--- src/rtl/fetch_unit_pkg.sv ---
// Shared constants and state encoding for the instruction fetch stage.
// Optional feature macro: FETCH_HALT_EN (adds the HALTED state).
package fetch_unit_pkg;

  localparam int PC_INCR    = 4;
  localparam int OPCODE_MSB = 31;
  localparam int OPCODE_LSB = 21;
  localparam int OPCODE_W   = OPCODE_MSB - OPCODE_LSB + 1;

  localparam logic [OPCODE_W-1:0] HALT_OPCODE_DEF = 11'h7FF;

  typedef enum logic [1:0] {
    FETCH_ST_FETCH  = 2'd0,
    FETCH_ST_DRAIN  = 2'd1
`ifdef FETCH_HALT_EN
    ,
    FETCH_ST_HALTED = 2'd2
`endif
  } fetch_state_e;

endpackage

--- src/rtl/fetch_fifo.sv ---
// Two-entry buffer of fetched {pc, instr} pairs feeding decode.
// Flush dominates push and pop; head outputs read the oldest entry.
module fetch_fifo #(
  parameter int ADDR_W  = 64,
  parameter int INSTR_W = 32
) (
  input  logic               clk,
  input  logic               rst_n,
  input  logic               push_i,
  input  logic [ADDR_W-1:0]  pushPc_i,
  input  logic [INSTR_W-1:0] pushInstr_i,
  input  logic               pop_i,
  input  logic               flush_i,
  output logic [1:0]         count_o,
  output logic [ADDR_W-1:0]  headPc_o,
  output logic [INSTR_W-1:0] headInstr_o
);

  logic [ADDR_W-1:0]  pc_q    [2];
  logic [INSTR_W-1:0] instr_q [2];
  logic               rdPtr_q, rdPtr_d;
  logic               wrPtr_q, wrPtr_d;
  logic [1:0]         count_q, count_d;
  logic               doPush, doPop;

  // Work out pointer and occupancy updates; a full buffer never accepts a push
  always_comb begin
    doPush  = push_i && (count_q != 2'd2);
    doPop   = pop_i && (count_q != 2'd0);
    rdPtr_d = rdPtr_q;
    wrPtr_d = wrPtr_q;
    count_d = count_q;
    if (flush_i) begin
      rdPtr_d = 1'b0;
      wrPtr_d = 1'b0;
      count_d = 2'd0;
    end else begin
      if (doPush) wrPtr_d = ~wrPtr_q;
      if (doPop)  rdPtr_d = ~rdPtr_q;
      count_d = count_q + {1'b0, doPush} - {1'b0, doPop};
    end
  end

  // Storage and pointer registers; entries clear on reset so the head reads zero
  always_ff @(posedge clk or negedge rst_n) begin
    if (!rst_n) begin
      for (int i = 0; i < 2; i++) begin
        pc_q[i]    <= '0;
        instr_q[i] <= '0;
      end
      rdPtr_q <= 1'b0;
      wrPtr_q <= 1'b0;
      count_q <= 2'd0;
    end else begin
      if (doPush && !flush_i) begin
        pc_q[wrPtr_q]    <= pushPc_i;
        instr_q[wrPtr_q] <= pushInstr_i;
      end
      rdPtr_q <= rdPtr_d;
      wrPtr_q <= wrPtr_d;
      count_q <= count_d;
    end
  end

  assign count_o     = count_q;
  assign headPc_o    = pc_q[rdPtr_q];
  assign headInstr_o = instr_q[rdPtr_q];

endmodule

--- src/rtl/fetch_unit.sv ---
// Instruction fetch stage: owns the PC, talks req/ack to instruction memory,
// and hands {pc, instr, opcode} to decode through a two-entry buffer.
// Optional feature macro: FETCH_HALT_EN (halt on HALT_OPCODE, adds 'halted').
module fetch_unit
  import fetch_unit_pkg::*;
#(
  parameter int                   ADDR_W      = 64,
  parameter int                   INSTR_W     = 32,
  parameter logic [ADDR_W-1:0]    RESET_PC    = '0,
  parameter logic [OPCODE_W-1:0]  HALT_OPCODE = HALT_OPCODE_DEF
) (
  input  logic                clk,
  input  logic                rst_n,
  output logic                imem_req,
  output logic [ADDR_W-1:0]   imem_addr,
  input  logic                imem_ack,
  input  logic [INSTR_W-1:0]  imem_rdata,
  input  logic                redirect_valid,
  input  logic [ADDR_W-1:0]   redirect_pc,
  output logic                out_valid,
  input  logic                out_ready,
  output logic [INSTR_W-1:0]  out_instr,
  output logic [ADDR_W-1:0]   out_pc,
  output logic [OPCODE_W-1:0] out_opcode
`ifdef FETCH_HALT_EN
  ,
  output logic                halted
`endif
);

  fetch_state_e      state_q, state_d;
  logic [ADDR_W-1:0] pc_q, pc_d;
  logic [ADDR_W-1:0] pendingPc_q, pendingPc_d;
  logic              active_q;
  logic [1:0]        fifoCount;
  logic              fifoPush, fifoPop, fifoFlush;
  logic              ackFire;

  fetch_fifo #(
    .ADDR_W  (ADDR_W),
    .INSTR_W (INSTR_W)
  ) u_fifo (
    .clk         (clk),
    .rst_n       (rst_n),
    .push_i      (fifoPush),
    .pushPc_i    (pc_q),
    .pushInstr_i (imem_rdata),
    .pop_i       (fifoPop),
    .flush_i     (fifoFlush),
    .count_o     (fifoCount),
    .headPc_o    (out_pc),
    .headInstr_o (out_instr)
  );

  // State, PC and the deferred redirect target; active_q keeps req low while in reset
  always_ff @(posedge clk or negedge rst_n) begin
    if (!rst_n) begin
      state_q     <= FETCH_ST_FETCH;
      pc_q        <= RESET_PC;
      pendingPc_q <= RESET_PC;
      active_q    <= 1'b0;
    end else begin
      state_q     <= state_d;
      pc_q        <= pc_d;
      pendingPc_q <= pendingPc_d;
      active_q    <= 1'b1;
    end
  end

  // Request generation and next-state; a redirect overrides everything else
  always_comb begin
    state_d     = state_q;
    pc_d        = pc_q;
    pendingPc_d = pendingPc_q;
    fifoPush    = 1'b0;
    fifoFlush   = 1'b0;
    imem_req    = 1'b0;
    case (state_q)
      FETCH_ST_FETCH: imem_req = active_q && (fifoCount < 2'd2);
      FETCH_ST_DRAIN: imem_req = 1'b1;
      default:        imem_req = 1'b0;
    endcase
    ackFire = imem_ack && imem_req;

    if (redirect_valid) begin
      fifoFlush = 1'b1;
      if (imem_req && !ackFire) begin
        state_d     = FETCH_ST_DRAIN;
        pendingPc_d = redirect_pc;
      end else begin
        state_d = FETCH_ST_FETCH;
        pc_d    = redirect_pc;
      end
    end else begin
      case (state_q)
        FETCH_ST_FETCH: begin
          if (ackFire) begin
            fifoPush = 1'b1;
            pc_d     = pc_q + ADDR_W'(PC_INCR);
`ifdef FETCH_HALT_EN
            if (imem_rdata[OPCODE_MSB:OPCODE_LSB] == HALT_OPCODE) begin
              state_d = FETCH_ST_HALTED;
            end
`endif
          end
        end
        FETCH_ST_DRAIN: begin
          if (ackFire) begin
            state_d = FETCH_ST_FETCH;
            pc_d    = pendingPc_q;
          end
        end
        default: ;
      endcase
    end
  end

  assign fifoPop    = out_valid && out_ready;
  assign imem_addr  = pc_q;
  assign out_valid  = (fifoCount != 2'd0);
  assign out_opcode = out_instr[OPCODE_MSB:OPCODE_LSB];

`ifdef FETCH_HALT_EN
  assign halted = (state_q == FETCH_ST_HALTED);
`else
  // HALT_OPCODE has no role without the halt feature; fold it into a sink
  logic unusedHaltOpcode;
  assign unusedHaltOpcode = ^HALT_OPCODE;
`endif

endmodule

--- config.mk ---
export PLATFORM = sky130hd
export DESIGN_NAME = fetch_unit
export DESIGN_NICKNAME = d
export VERILOG_FILES = /design/src/rtl/fetch_unit_pkg.sv /design/src/rtl/fetch_fifo.sv /design/src/rtl/fetch_unit.sv
export SDC_FILE = /design/constraint.sdc
export NUM_CORES = 1
export LEC_CHECK = 0
export BUFFER_PORTS_ARGS = -buffer_cell sky130_fd_sc_hd__buf_4
export CORE_AREA = 2 2 193 195
export CTS_CLUSTER_DIAMETER = 100
export DETAILED_ROUTE_END_ITERATION = 16
export DIE_AREA = 0 0 195 197
export GPL_TIMING_DRIVEN = 0
export PLACE_DENSITY = 0.68
export SETUP_SLACK_MARGIN = 0.02
export SLEW_MARGIN = 0
export SYNTH_ARGS = -nofsm -noshare
export SYNTH_HDL_FRONTEND = slang
export SYNTH_SLANG_ARGS = --single-unit
--- constraint.sdc ---
create_clock -name clk -period 2.6 [get_ports clk]
set_clock_uncertainty 0.2 [all_clocks]
set_input_delay 0.26 -clock clk [delete_from_list [all_inputs] [get_ports clk]]
set_output_delay 0.26 -clock clk [all_outputs]
set_load 0.02 [all_outputs]
=== Yosys cells after proc, flatten, opt, wreduce, memory -nomap -nowiden ===
Index checks and enable logic that the tools add are counted.

* Add/subtract/negate cells: 3
* Multipliers: 0
* Divide/modulo/power cells: 0
* Order comparisons: 4
* Eq/ne operators: 5
* Shifts and indexed selects: 0
* Mux-type cells: 31
* Bitwise gates (word level): 4
* Reduce and logical (&&, ||, !) cells: 20

{| class="wikitable"
|+ Operators by type and width
! operator !! number
|-
| 64-bit 2-to-1 mux || 8
|-
| 128-bit bitwise mux || 1
|-
| 32-bit 2-to-1 mux || 4
|-
| 64-bit one-hot mux with 2 select lines || 1
|-
| 64-bit by 3-bit adder with 64-bit output, second input constant || 1
|-
| 64-bit bitwise mux || 1
|-
| 64-bit demux with 1-bit select || 1
|-
| 32-bit demux with 1-bit select || 1
|-
| 2-bit nonzero test || 5
|-
| 1-bit 2-to-1 mux || 9
|-
| 1-bit logical AND || 8
|-
| 2-bit 2-to-1 mux || 4
|-
| 3-bit != test, second input constant || 2
|-
| 2-bit >= comparator, second input constant || 2
|-
| 2-bit != test, second input constant || 2
|-
| 1-bit NOT with 2-bit output || 2
|-
| 2-bit AND reduction || 2
|-
| 4-bit AND reduction || 1
|-
| 3-bit nonzero test || 1
|-
| 2-bit by 1-bit adder with 2-bit output || 1
|-
| 2-bit by 1-bit == test with 1-bit output, second input constant || 1
|-
| 1-bit logical NOT || 2
|-
| 2-bit logical NOT || 1
|-
| 2-bit by 1-bit less-than comparator with 1-bit output, second input constant || 1
|-
| other kinds (4) || 5
|}

* Register bits after elaboration: 327
* Bits in latches: 0
* Bits in writable memories: 0
* Bits in read-only memories: 0
* Input bits: 101
* Logic and storage cells: 78
* Memories: 0

=== Logic depth before layout (Yosys ltp) ===
* Depth in word-level cells: 11
* Depth in mapped cells: 9

=== Modules after synthesis ===
A second synthesis with hierarchy kept.

* Cell total of the unflattened synthesis: 1347
* Area, all modules: 16101.7 um2

{| class="wikitable"
|+ By module, submodules not included
! module !! times used !! cells an instance !! area an instance (um2) !! seq. area each (um2)
|-
| fetch_fifo || 1 || 535 || 8463.1 || 4904.7
|-
| fetch_unit || 1 || 812 || 7638.6 || 3253.1
|}

=== Worst setup path before layout ===
OpenSTA, ideal clock, no wires.

* Path kind: reg-to-reg
* Start point: register pc_q[2], in the netlist imem_addr[2]
* End point: register pc_q[54], in the netlist imem_addr[54]
* Library setup time: 122 ps
* Data arrival time: 2220 ps
* Slack: 58 ps
* Cell stages (with the launch flop): 7
* Buffers on the path: 0
* Cell sequence: dfrtp_1 -> ha_1 -> nand3_4 -> nor3_4 -> nand4_4 -> or4_1 -> a32o_1

* Longest elaborated chain between the ends: 4

{| class="wikitable"
|+ Ends and longest elaborated chain
! item !! RTL line !! RTL
|-
| from (decl) || fetch_unit.sv:32 || <nowiki>logic [ADDR_W-1:0] pc_q, pc_d;</nowiki>
|-
| from (signal assigned) || fetch_unit.sv:64 || <nowiki>pc_q <= pc_d;</nowiki>
|-
| 64-bit by 3-bit adder with 64-bit output || fetch_unit.sv:99 || <nowiki>pc_d = pc_q + ADDR_W'(PC_INCR);</nowiki>
|-
| 64-bit 2-to-1 mux || fetch_unit.sv:97 || <nowiki>if (ackFire) begin</nowiki>
|-
| 64-bit one-hot mux with 2 select lines || fetch_unit.sv:95 || <nowiki>case (state_q)</nowiki>
|-
| 64-bit 2-to-1 mux || fetch_unit.sv:85 || <nowiki>if (redirect_valid) begin</nowiki>
|}

Every way passes these cells. The select of a mux whose other input is x is not followed.
A chain may end at the register's enable or synchronous reset.

=== Final worst setup path ===
* Start point: register state_q[0]
* End point: register pc_q[9], in the netlist imem_addr[9]

* Longest elaborated chain between the ends: 7

{| class="wikitable"
|+ Ends and longest elaborated chain
! item !! RTL line !! RTL
|-
| from (decl) || fetch_unit.sv:31 || <nowiki>fetch_state_e state_q, state_d;</nowiki>
|-
| from (signal assigned) || fetch_unit.sv:63 || <nowiki>state_q <= state_d;</nowiki>
|-
| 2-bit by 1-bit == test with 1-bit output / 2-bit logical NOT (equally long branches) || fetch_unit.sv:78, fetch_unit.sv:95 ||
|-
| 1-bit one-hot mux with 2 select lines || fetch_unit.sv:78 || <nowiki>case (state_q)</nowiki>
|-
| 1-bit logical AND || fetch_unit.sv:83 || <nowiki>ackFire = imem_ack && imem_req;</nowiki>
|-
| 1-bit logical NOT || fetch_unit.sv:87 || <nowiki>if (imem_req && !ackFire) begin</nowiki>
|-
| 1-bit logical AND || fetch_unit.sv:87 ||
|-
| 2-bit != test (no source line) || - ||
|-
| 4-bit AND reduction (no source line) || - ||
|}

Parallel ways exist; a longest one is shown, timed or not.

==> flow_summary_export.csv <==
group,metric,value,unit
run_status,outcome,"finished with violations",
run_status,violations,"negative setup slack",
cts,clock_latency,0.54,ns
detailed_routing,drc_errors,0,
detailed_routing,avgRoutedWirePerCell,23.6,um
detailed_routing,antenna_left,0,
cts,numCtsBuffers,38,
detailed_routing,drt_iter0_drc,1441,
worst_setup_path,crit_fanout,10,
finish,fin_nets,1908,
timing,maxSlewViolCount,0,
min_path,hp-class,"in2reg",
place,dp_slack,-0.888,ns
synth,ys_types,78,
finish,finalInstanceArea,21700,um2
detailed_routing,vias_per_cell,5.95,
cts,cts_sinks,326,
worst_setup_path,rr_worst_depth,6,
synth,yosysWarningCount,0,
timing,fmax,0.381,GHz
worst_setup_path,critPathArrivalTime,2.84,ns
detailed_routing,drt_wl_total,54.3,mm
pwr,ir_drop,0.555,mV
worst_setup_path,slowest_stage,"clkdlybuf4s15_2",
floorplan,start_util,44.8,%
timing,finalSetupViolCount,2,
timing,rsz0062_at_grt,"true",
min_path,min_from,"redirect_valid",
detailed_routing,firstDrtPassIters,5,
worst_setup_path,worstSetupEndpoint,"imem_addr[9]",
floorplan,fp.dieW,195,um
timing,post-route-period-util,101,%
synth,synth-seq-cells,326,
floorplan,fp-row-count,70,
synth,synth_area,16200,um2
place,dpl.hpwl,37.7,mm
cts,cts_root_buf,"clkbuf_16",
timing,finalWorstPathRequiredPeriod,2.63,ns
grt,globalRoute.totalOverflow,0,
finish,post_route_cells_drive_above_1_share,46.9,%
synth,synth_top_flop_cell,"dfrtp_1",
worst_setup_path,critical_path_class,"reg2reg",
synth,synth_fp_nets,1465,
finish,num-fill-cells,2964,
synth,seq_area_frac_synth,50.2,%
worst_setup_path,cpPeakStageDelay,0.52,ns
synth,synthArstFlopShare,100,%
timing,hold_viol,0,
worst_setup_path,crit_start,"state_q[0]",
place,gp_congestion,0.938,
detailed_routing,via_count,13700,
place,dpl_cell_area,18900,um2
timing,setup_slack,-0.0268,ns
synth,synth_edf_count,0,
finish,multiInputGateArea,7630,um2
worst_setup_path,rr_endpoint,"imem_addr[9]",
pwr,p_leak,9.70,nW
cts,clk_pin_slew,0.06,ns
worst_setup_path,worstSetupEndpointType,"flip-flop",
grt,antenna_found_initial,1,
job,cap_violations,0,
timing,hold_ws,0.124,ns
synth,syn_inst,1361,
timing,fin_tns_setup,-0.0360,ns
floorplan,io_pins,274,
grt,grt_start_max_net_pins,119,
worst_setup_path,start_kind,"flip-flop",
place,port-buffer-count,273,
grt,grt_pass1_wl,82.3,mm
grt,grt_pass1_vias,13600,
worst_setup_path,crit_chain,"inv_1 -> nand3_1 -> nand2_1 -> clkdlybuf4s15_2 -> o21ai_0 -> a22o_1",
finish,final_cell_mix,"mux2_2 (346), buf_4 (324), dfrtp_1 (311), dlygate4sd3_1 (99), nand2_1 (72)",
worst_setup_path,rr_startpoint,"state_q[0]",
pwr,cellPowerDensity,1160,nW/um2
finish,area_growth,33.6,%
synth,avgSynthCellArea,11.9,um2
finish,seqCellArea,8180,um2
timing,tightest_slew,0.967,ns
cts,cts_tree,"done",
cts,cts_buffer_depth,3,
worst_setup_path,ff2ff_setup_slack,-0.03,ns
worst_setup_path,crit_required,2.82,ns
floorplan,fp.coreArea,36300,um2
timing,slew_headroom,35.5,%
floorplan,die_h,197,um
cts,cts.htree.levels,2,
finish,final_common_cell,"mux2_2",
grt,grt.total_usage,28.0,%
floorplan,die_area,38400,um2
-- flip-flops by register name (all words and copies together) (netlist names) --
| name | count |
|---|---|
| imem_addr | 64 |
| u_fifo.pc_q | 128 |
| u_fifo.instr_q | 64 |
| u_fifo.rdPtr_q | 1 |
| active_q | 1 |
| state_q | 1 |
| u_fifo.count_o | 2 |
| pendingPc_q | 64 |
| u_fifo.wrPtr_q | 1 |
-- worst max-delay path: cells and delay by family (launching register included) --
kind	cells	cell delay (ns)
flops	1	0.42
simple gates	2	0.64
buf+inv	2	0.75
compound gates	2	0.50
-- worst min path at each step --
stage | slack (ns) | cells past startpoint | end
2_1_floorplan | -0.24 | 0 | active_q
6_report | 0.12 | 5 | u_fifo.wrPtr_q
5_1_grt | 0.13 | 5 | u_fifo.wrPtr_q
3_3_place_gp | 0.27 | 2 | u_fifo.pc_q[33]
4_1_cts | 0.14 | 5 | imem_addr[34]
3_5_place_dp | 0.17 | 1 | u_fifo.pc_q[83]
-- layout make-up --
class                   count  share of cell area, %
repair buffers            407                   15.5
well taps                 468                   2.70
diodes                      1                 0.0115
plain buffers             119                   2.99
multi-input cells         899                   35.2
inverters                  13                  0.225
clock buffers              56                   5.16
clock inverters             8                  0.565
flip-flops and latches    326                   37.7
-- report_power, final --
group / switching, mW / internal, mW / total [mW]
registers: 1.64 / 7.09 / 8.72
logic: 5.91 / 5.23 / 11.1
clock network: 2.11 / 3.27 / 5.37
total: 9.65 / 15.6 / 25.2
-- synthesized netlist by cell type (all sizes together), types with 3 or more instances --
library cell,count,area (um2)
a211oi,5,37.5
nor3,16,91.3
a32o,4,40.0
ha,3,37.5
mux2,346,3900
inv,13,48.8
or3,7,43.8
o2111ai,5,43.8
nand3,32,188
a21o,3,22.5
a2111o,3,33.8
buf,60,325
nor4b,3,26.3
xnor2,3,26.3
o211ai,12,90.1
nand4b,3,26.3
nand2,75,284
and2,9,56.3
o21ai,68,340
a221oi,4,35.0
a31oi,7,43.8
dfrtp,326,8160
a2111oi,4,35.0
mux2i,14,140
and3,12,75.1
a22o,19,166
o311ai,3,26.3
nor2,42,163
nand2b,3,18.8
or2,3,18.8
clkbuf,63,240
nand4,46,345
or4,11,91.3
o22ai,4,25.0
a22oi,32,240
o31ai,6,45.0
o2bb2ai,4,35.0
nor2b,3,18.8
a21oi,26,130
nor4,29,267
and4,4,35.0
-- metal layers --
metal	part of all wire, %	GRT usage (%)	routed length [um]
met1	43	39.0	23200
met2	46	44.6	25000
met3	8.2	4.64	4440
met4	3.1	9.25	1690
met5	0	0	0
-- metrics by stage --
stage | utilization [%] | power [mW] | instances
3_3_place_gp | 52.0 | 19.1 | 2102
5_1_grt | 59.8 | 26.4 | 2296
2_1_floorplan | - | 14.8 | 1361
4_1_cts | 59.2 | 25.1 | 2282
3_5_place_dp | 52.2 | 19.4 | 2104
6_report | 59.9 | 25.2 | 2297
-- logic make-up (layout without fill, tap and decap cells) --
logic type	count (synthesis)	count (layout)	share of synthesized area [%]
flops	326	326	50.2
simple gates	303	303	11.0
fa+ha+maj	3	3	0.231
other cells	1	2	0.0231
xor+xnor	4	4	0.216
compound gates	228	228	9.61
mux	360	360	24.9
buf+inv	136	603	3.78
-- timing repair --
| item | 4_1_cts | 5_1_grt |
|---|---|---|
| setup buffers | 19 | 14 |
| endpoints found under the setup margin | 421 | 139 |
| pin swaps | 6 | 9 |
| gates resized for setup | 60 | 59 |
| hold endpoints to repair | 283 | 0 |
| hold buffers | 99 | 0 |
No activity file was read; power rests on OpenSTA's default activity.
